--- config.mk ---
export PLATFORM = sky130hd
export DESIGN_NAME = fetch_stage
export DESIGN_NICKNAME = d
export VERILOG_FILES = /design/src/rtl/fetch_stage.sv
export SDC_FILE = /design/constraint.sdc
export NUM_CORES = 1
export LEC_CHECK = 0
export ABC_AREA = 1
export CORE_MARGIN = 2
export CORE_UTILIZATION = 55
export CTS_CLUSTER_DIAMETER = 200
export CTS_CLUSTER_SIZE = 30
export DETAILED_ROUTE_END_ITERATION = 10
export MAX_ROUTING_LAYER = met4
export PLACE_DENSITY = 0.85
export REMOVE_ABC_BUFFERS = 1
export SLEW_MARGIN = 20
export SYNTH_ARGS = -nofsm -noshare
export SYNTH_HDL_FRONTEND = slang
export SYNTH_SLANG_ARGS = --single-unit
--- constraint.sdc ---
create_clock -name clk -period 2.84 [get_ports clk]
set_clock_uncertainty 0.15 [all_clocks]
set_input_delay 0.284 -clock clk [delete_from_list [all_inputs] [get_ports clk]]
set_output_delay 0.284 -clock clk [all_outputs]
set_load 0.01 [all_outputs]
--- src/rtl/fetch_stage.sv ---
// fetch_stage: instruction fetch stage of the 3-stage RISC-V pipeline.
//
// Holds the PC and keeps at most one fetch outstanding to instruction memory.
// Requests use valid/ready; responses are valid-only. A one-entry skid buffer
// catches a response that lands while decode is stalled. A flush redirects the
// PC to the branch target and squashes everything on the wrong path. This
// includes a fetch still in flight, whose late response is then dropped.
//
// Ports:
//   clk, rst          clock; synchronous active-high reset
//   flush, br_target  redirect request and target address (bits [1:0] ignored)
//   stall             downstream hold; output registers keep their value
//   imem_req_valid    fetch request (combinational, allows back-to-back issue)
//   imem_req_ready    memory accepts the request this cycle
//   imem_addr         fetch address, always the PC register
//   imem_rsp_valid    response present (one cycle, at least one after accept)
//   imem_rsp_data     fetched instruction
//   pc_out, inst_out  registered PC and instruction to decode
//   inst_valid        inst_out is a real instruction (otherwise inst_out = NOP)
module fetch_stage #(
  parameter logic [31:0] RESET_PC = 32'h0000_0000,
  parameter logic [31:0] NOP      = 32'h0000_0013
) (
  input  logic        clk,
  input  logic        rst,
  input  logic        flush,
  input  logic [31:0] br_target,
  input  logic        stall,
  output logic        imem_req_valid,
  input  logic        imem_req_ready,
  output logic [31:0] imem_addr,
  input  logic        imem_rsp_valid,
  input  logic [31:0] imem_rsp_data,
  output logic [31:0] pc_out,
  output logic [31:0] inst_out,
  output logic        inst_valid
);

  localparam logic [1:0] S_REQ  = 2'd0;  // no request outstanding
  localparam logic [1:0] S_WAIT = 2'd1;  // one request outstanding
  localparam logic [1:0] S_HOLD = 2'd2;  // response parked in skid buffer

  logic [1:0]  state_r;
  logic [31:0] pc_r;
  logic        drop_r;
  logic [31:0] req_pc_r;
  logic [31:0] buf_inst_r;
  logic [31:0] buf_pc_r;

  logic        req_valid_s;
  logic        req_fire_s;
  logic        rsp_take_s;
  logic [31:0] pc_inc_s;

  assign imem_addr = pc_r;
  assign pc_inc_s  = pc_r + 32'd4;   // wraps modulo 2^32

  // A response is consumed when it is dropped or goes straight to the outputs;
  // only then may the next request be issued in the same cycle.
  always_comb begin
    rsp_take_s = (state_r == S_WAIT) && imem_rsp_valid && (drop_r || !stall);
  end

  // Request generation; suppressed during reset and in the flush cycle.
  always_comb begin
    req_valid_s = 1'b0;
    if (rst || flush) begin
      req_valid_s = 1'b0;
    end else begin
      case (state_r)
        S_REQ:   req_valid_s = 1'b1;
        S_WAIT:  req_valid_s = rsp_take_s;
        S_HOLD:  req_valid_s = 1'b0;
        default: req_valid_s = 1'b0;
      endcase
    end
  end

  assign req_fire_s     = req_valid_s && imem_req_ready;
  assign imem_req_valid = req_valid_s;

  // Fetch state machine, PC, skid buffer and registered outputs.
  always_ff @(posedge clk) begin
    if (rst) begin
      state_r    <= S_REQ;
      pc_r       <= RESET_PC;
      drop_r     <= 1'b0;
      req_pc_r   <= 32'd0;
      buf_inst_r <= NOP;
      buf_pc_r   <= 32'd0;
      pc_out     <= 32'd0;
      inst_out   <= NOP;
      inst_valid <= 1'b0;
    end else if (flush) begin
      pc_r       <= {br_target[31:2], 2'b00};
      inst_valid <= 1'b0;
      inst_out   <= NOP;
      buf_inst_r <= NOP;
      buf_pc_r   <= 32'd0;
      // A fetch still in flight must have its response thrown away later;
      // if the response is here right now it is simply ignored.
      if ((state_r == S_WAIT) && !imem_rsp_valid) begin
        state_r <= S_WAIT;
        drop_r  <= 1'b1;
      end else begin
        state_r <= S_REQ;
        drop_r  <= 1'b0;
      end
    end else begin
      case (state_r)
        S_REQ: begin
          if (req_fire_s) begin
            req_pc_r <= pc_r;
            pc_r     <= pc_inc_s;
            state_r  <= S_WAIT;
          end
        end
        S_WAIT: begin
          if (imem_rsp_valid) begin
            if (drop_r) begin
              drop_r <= 1'b0;
            end else if (!stall) begin
              pc_out     <= req_pc_r;
              inst_out   <= imem_rsp_data;
              inst_valid <= 1'b1;
            end else begin
              buf_inst_r <= imem_rsp_data;
              buf_pc_r   <= req_pc_r;
              state_r    <= S_HOLD;
            end
            if (rsp_take_s) begin
              if (req_fire_s) begin
                req_pc_r <= pc_r;
                pc_r     <= pc_inc_s;
                state_r  <= S_WAIT;
              end else begin
                state_r  <= S_REQ;
              end
            end
          end
        end
        S_HOLD: begin
          if (!stall) begin
            pc_out     <= buf_pc_r;
            inst_out   <= buf_inst_r;
            inst_valid <= 1'b1;
            state_r    <= S_REQ;
          end
        end
        default: state_r <= S_REQ;
      endcase
    end
  end

endmodule

---- Yosys cells after proc, flatten, opt, wreduce, memory -nomap -nowiden ----
Cells that the tools add are included.
operators by class
  add/subtract/negate cells ............... 1
  $mul .................................... 0
  divide/modulo/power cells ............... 0
  $lt $le $gt $ge ......................... 0
  equal/unequal tests ..................... 13
  shift operators ......................... 0
  muxes and demuxes ....................... 39
  bitwise operators ....................... 2
  reduce and logical (&&, ||, !) cells .... 24
operator list
  operator                                                          count
  32-bit two-way mux                                                15
  32-bit one-hot mux with 2 select lines                            4
  32-bit by 3-bit adder with 32-bit output (second input constant)  1
  2-bit two-way mux                                                 7
  3-bit inequality test (second input constant)                     4
  1-bit two-way mux                                                 10
  2-bit inequality test (second input constant)                     5
  5-bit AND reduction                                               2
  3-bit AND reduction                                               3
  4-bit inequality test (second input constant)                     2
  4-bit AND reduction                                               2
  2-bit nonzero test                                                4
  2-bit one-hot mux with 3 select lines                             1
  6-bit AND reduction                                               1
  1-bit logical AND                                                 4
  1-bit one-hot mux with 2 select lines                             2
  3-bit nonzero test                                                1
  2-bit by 1-bit == test with 1-bit output (second input constant)  1
  2-bit == test (second input constant)                             1
  1-bit zero test                                                   2
  2-bit zero test                                                   1
  1-bit logical OR                                                  2
  1-bit inverter                                                    2
  2-bit AND reduction                                               1
  2-bit OR reduction                                                1
storage, ports and cells
  register bits after elaboration ......... 196
  latch bits .............................. 0
  RAM bits ................................ 0
  memory bits (read-only) ................. 0
  bits of input ports ..................... 70
  output and inout bits ................... 98
  word-level logic and storage cells ...... 89
  memories ................................ 0

---- Longest topological paths before layout ----
  depth in word-level cells ............... 11
  gate-level depth with buffers ........... 14
  depth with buffers taken out ............ 14

---- Least setup slack after synthesis ----
No wires, ideal clock.
  path kind ............................... reg2reg
  start point ............................. register state_r[1]
  end point ............................... register req_pc_r[17]
  library setup time ...................... 0.119 ns
  arrival ................................. 1.548 ns
  required time ........................... 2.571 ns
  setup slack ............................. 1.023 ns
  cell stages (with the launch flop) ...... 13
  buffers on the path ..................... 1
  period minus slack after synthesis ...... 1.817 ns
  cell sequence ........................... dfxtp_1 inv_1 ha_1 nand2_1 inv_2 nand2_1 nand2_2 nand3_4 nor2_4 inv_2 buf_2 o21ai_1 a21oi_1
between the ends
  cells in the longest elaborated chain, start to end .. 10
  elaborated cells on any way between the ends .. 15
  classes of those cells .................. eq/ne (3); mux (6); reduce/logical (6)
ends and longest elaborated chain
  item                                      line         RTL
  from (decl)                               43           logic [1:0] state_r;
  from (signal assigned)                    85           state_r <= S_REQ;
  from (signal assigned)                    103          state_r <= S_WAIT;
  from (signal assigned)                    106          state_r <= S_REQ;
  2-bit by 1-bit == test with 1-bit output  61, 70, 110
  1-bit logical AND (2 in a row)            61           rsp_take_s = (state_r == S_WAIT) && imem_rsp_valid && (drop_r || !stall);
  1-bit one-hot mux with 2 select lines     70           case (state_r)
  1-bit two-way mux                         67           if (rst || flush) begin
  1-bit logical AND                         79           assign req_fire_s = req_valid_s && imem_req_ready;
  32-bit two-way mux (3 in a row)           -
  32-bit one-hot mux with 2 select lines    110          case (state_r)
  to (signal assigned)                      113          req_pc_r <= pc_r;
  to (signal assigned)                      133          req_pc_r <= pc_r;
  to (decl)                                 46           logic [31:0] req_pc_r;
Several ways; a longest one is shown, not always the timed one. The select of a mux whose other input is x is not followed.
A chain may end at the register's enable or synchronous reset.

---- Worst setup path after layout ----
  start point ............................. register state_r[1]
  end point ............................... output imem_req_valid
between the ends
  cells in the longest elaborated chain, start to end .. 5
  elaborated cells on any way between the ends .. 6
  classes of those cells .................. eq/ne (1); mux (2); reduce/logical (3)
ends and longest elaborated chain
  item                                      line    RTL
  2-bit by 1-bit == test with 1-bit output  61, 70
  1-bit logical AND (2 in a row)            61
  1-bit one-hot mux with 2 select lines *   70
  1-bit two-way mux *                       67
  to (decl)                                 29      output logic imem_req_valid,
Mark *: on every way between the ends. The rest lies on a longest branch, timed or not.

==> results.md <==
- Final WL: 22100 um
- Worst Path Arrival: 2160 ps
- Final Hold Fails: 0
- Synth top area cells: dfxtp_1 (45%), nand2_1 (14%), nor2_1 (7.4%), o21ai_0 (7.3%), a21oi_1 (5.6%)
- Most frequent cells in the layout: nand2_1 (311), dfxtp_1 (188), nor2_1 (164)
- Power Density: 657 nW/um2
- CP max-delay cell: clkdlybuf4s50_1
- H-tree lvl count: 4
- Antenna viol nets, final: 0
- Main synth FF type: dfxtp_1
- Detailed-route wire length per cell: 14.6 um
- EDFF count, synth: 0
- Critical path buffers and inverters: 3
- Hold buffer count at CTS: 0
- Reg clk slew, reported paths: 60 ps
- Layout cells sized above 1: 5.22%
- Fraction of registers with async set/reset: 0%
- Layout Cells excl Fill: 1506
- Placer Congestion: 0.940
- FF+latch count, synth: 188
- Area of the core: 14600 um2
- # IOs: 168
- CTS tree: done
- Distinct cells, synth: 35
- Cell Rows: 44
- Vias in the first global route: 7269
- Pin count of the biggest net entering global routing: 72
- Crit end category: output port
- Sequential-to-total area share from yosys stat: 45.2%
- Critical path data required time: 2410 ps
- Clock buffer depth: 2
- Drc violations: 0
- Fin. max-slew vios: 0
- Antenna fix cells: 0
- Crit path max-delay family: buffers and inverters
- Initial DRC count: 544
- Inserted Clock Buffers: 17
- Leak Pwr: 3.92 nW
- Via density: 5.48
- Commonest non-fill, non-tap cell in the layout: nand2_1
- Yosys top cell area share: 45.2%
- Vias: 8254
- F_max: 0.385 GHz
- Status: finished, final reports clean
- FILL cells: 1205
- Die height: 127 um
- Placement Setup Slack: 293 ps
- Gr usage total: 27.8%
- CTS root buf: clkbuf_16
- CP max FO: 5
- Max-cap viol count: 0
- Least-Margin Pin Slew: 941 ps
- First-pass GRT wire length: 35600 um
- Crit path time final: 2590 ps
- Ratio of final minimum period to clock period: 91.4%
- NumNets Final: 1383
- TritonRoute pass-1 iters: 5
- Final setup margin: 245 ps
- DIE AREA: 16100 um2
- Peak supply drop: 430 uV
- Post-layout instance area: 10500 um2
- Starting Density: 56.8%
- HPWL Detailed: 14700 um
- Clock Sink Count: 188
- Synth area leader: dfxtp_1
- Placed cell area: 9960 um2
- Inst Count DP: 1474
- Netlist Area Pre-Place: 8320 um2
- CP dominant cell by count: nand2_1
- Post-Syn Area per Cell: 7.02 um2
- Setup TNS: 0 ps
- RSZ-0062 raised after global routing: no
- Clock latency on the worst-skew pair: 430 ps
- YS warnings: 0
- Largest stage delay, worst path: 550 ps
- Area grow syn2layout: 26.6%
- Grt ovf: 0
- Port bufs: 161
- Setup repair bufs after CTS: 0
- Die X: 127 um
- Headroom to the max-slew limit: 37.3%
- Final Setup Violations: 0
- Worst Hold Slack: 282 ps
- Antenna violations before repair: 0
- Crit Path Category: reg2out
- Worst path cell trace: inv_1 > ha_1 > nand2_1 > inv_2 > nand2_1 > a21oi_1 > clkdlybuf4s50_1
- CP Launch Type: register
- Hold WC Path Type: in2reg
- Post-Synthesis Cells: 1186
- Resized Gates After CTS: 0
==> final timing paths <==
check,from,endpoint,slack (ps),cells after the start
worst max-delay path,state_r[1],imem_req_valid,250,7
worst min-delay path,imem_rsp_data[19],buf_inst_r[19],280,3
worst max register to register,state_r[1],pc_out[27],430,9
worst min register to register,buf_inst_r[11],buf_inst_r[11],310,2
==> layer usage <==
metal  global-route usage (%)  vias up  part of all wire [%]
met5                        -        -                     0
met3                     3.89       31                   6.0
met1                     36.2     3817                    44
met4                     7.89        0                   1.7
li1                         -     4143                     -
met2                     45.7      263                    48
==> where the power goes <==
part / internal, mW / switching, mW
combinational: 0.666 / 0.877
sequential: 2.89 / 0.183
clock: 1.31 / 1.00
total: 4.86 / 2.06
==> layout make-up <==
| class | instances | area, um2 | area share [%] |
|---|---|---|---|
| Clock buffer | 24 | 492 | 4.67 |
| Multi-Input combinational cell | 857 | 3970 | 37.7 |
| Sequential cell | 188 | 3760 | 35.7 |
| Tap cell | 184 | 230 | 2.19 |
| Clock inverter | 8 | 82.6 | 0.784 |
| Inverter | 65 | 244 | 2.32 |
| Timing Repair Buffer | 180 | 1750 | 16.7 |
==> sequential cells by signal, indices dropped and copies added, names as in the netlist <==
signal and cells:
req_pc_r 30, inst_out 32, imem_addr 30, state_r 2, drop_r 1, buf_pc_r 30
inst_valid 1, pc_out 30, buf_inst_r 32
==> cell families after synthesis <==
| kind of cell | Yosys count | synth area share (%) |
|---|---|---|
| flops | 188 | 45.2 |
| fa+ha+maj | 4 | 0.601 |
| other cells | 1 | 0.0451 |
| simple gates | 532 | 26.0 |
| xor+xnor | 5 | 0.526 |
| buf+inv | 144 | 7.40 |
| compound gates | 312 | 20.2 |
==> synthesized netlist by cell type, types with 4 or more instances <==
| cell type | instances |
|---|---|
| nand2_1 | 311 |
| dfxtp_1 | 188 |
| nor2_1 | 165 |
| o21ai_0 | 121 |
| a21oi_1 | 93 |
| inv_1 | 60 |
| a31oi_1 | 51 |
| clkbuf_1 | 44 |
| nand3_1 | 29 |
| o21ai_1 | 28 |
| buf_2 | 21 |
| nand3b_1 | 12 |
| buf_4 | 7 |
| a211oi_1 | 6 |
| a311oi_1 | 6 |
| buf_1 | 4 |
| ha_1 | 4 |
| inv_2 | 4 |
| o31ai_1 | 4 |
| xor2_1 | 4 |
==> per-stage QoR <==
stage	total power, mW	util (%)
final	6.92	71.9
after floorplan	3.87	-
after CTS	6.94	71.9
after global placement	4.62	68.0
after detailed placement	4.65	68.0
after global routing	7.23	71.9
==> worst register-to-register path, cell delays in order (launching register included) <==
cell,delay [ps]
dfxtp_1,350
inv_1,110
ha_1,260
nand2_1,90
nand3_1,110
nor2_4,130
nand2_1,60
inv_2,670
o21ai_0,210
a31oi_1,190
Power figures use the tool's default switching activity.
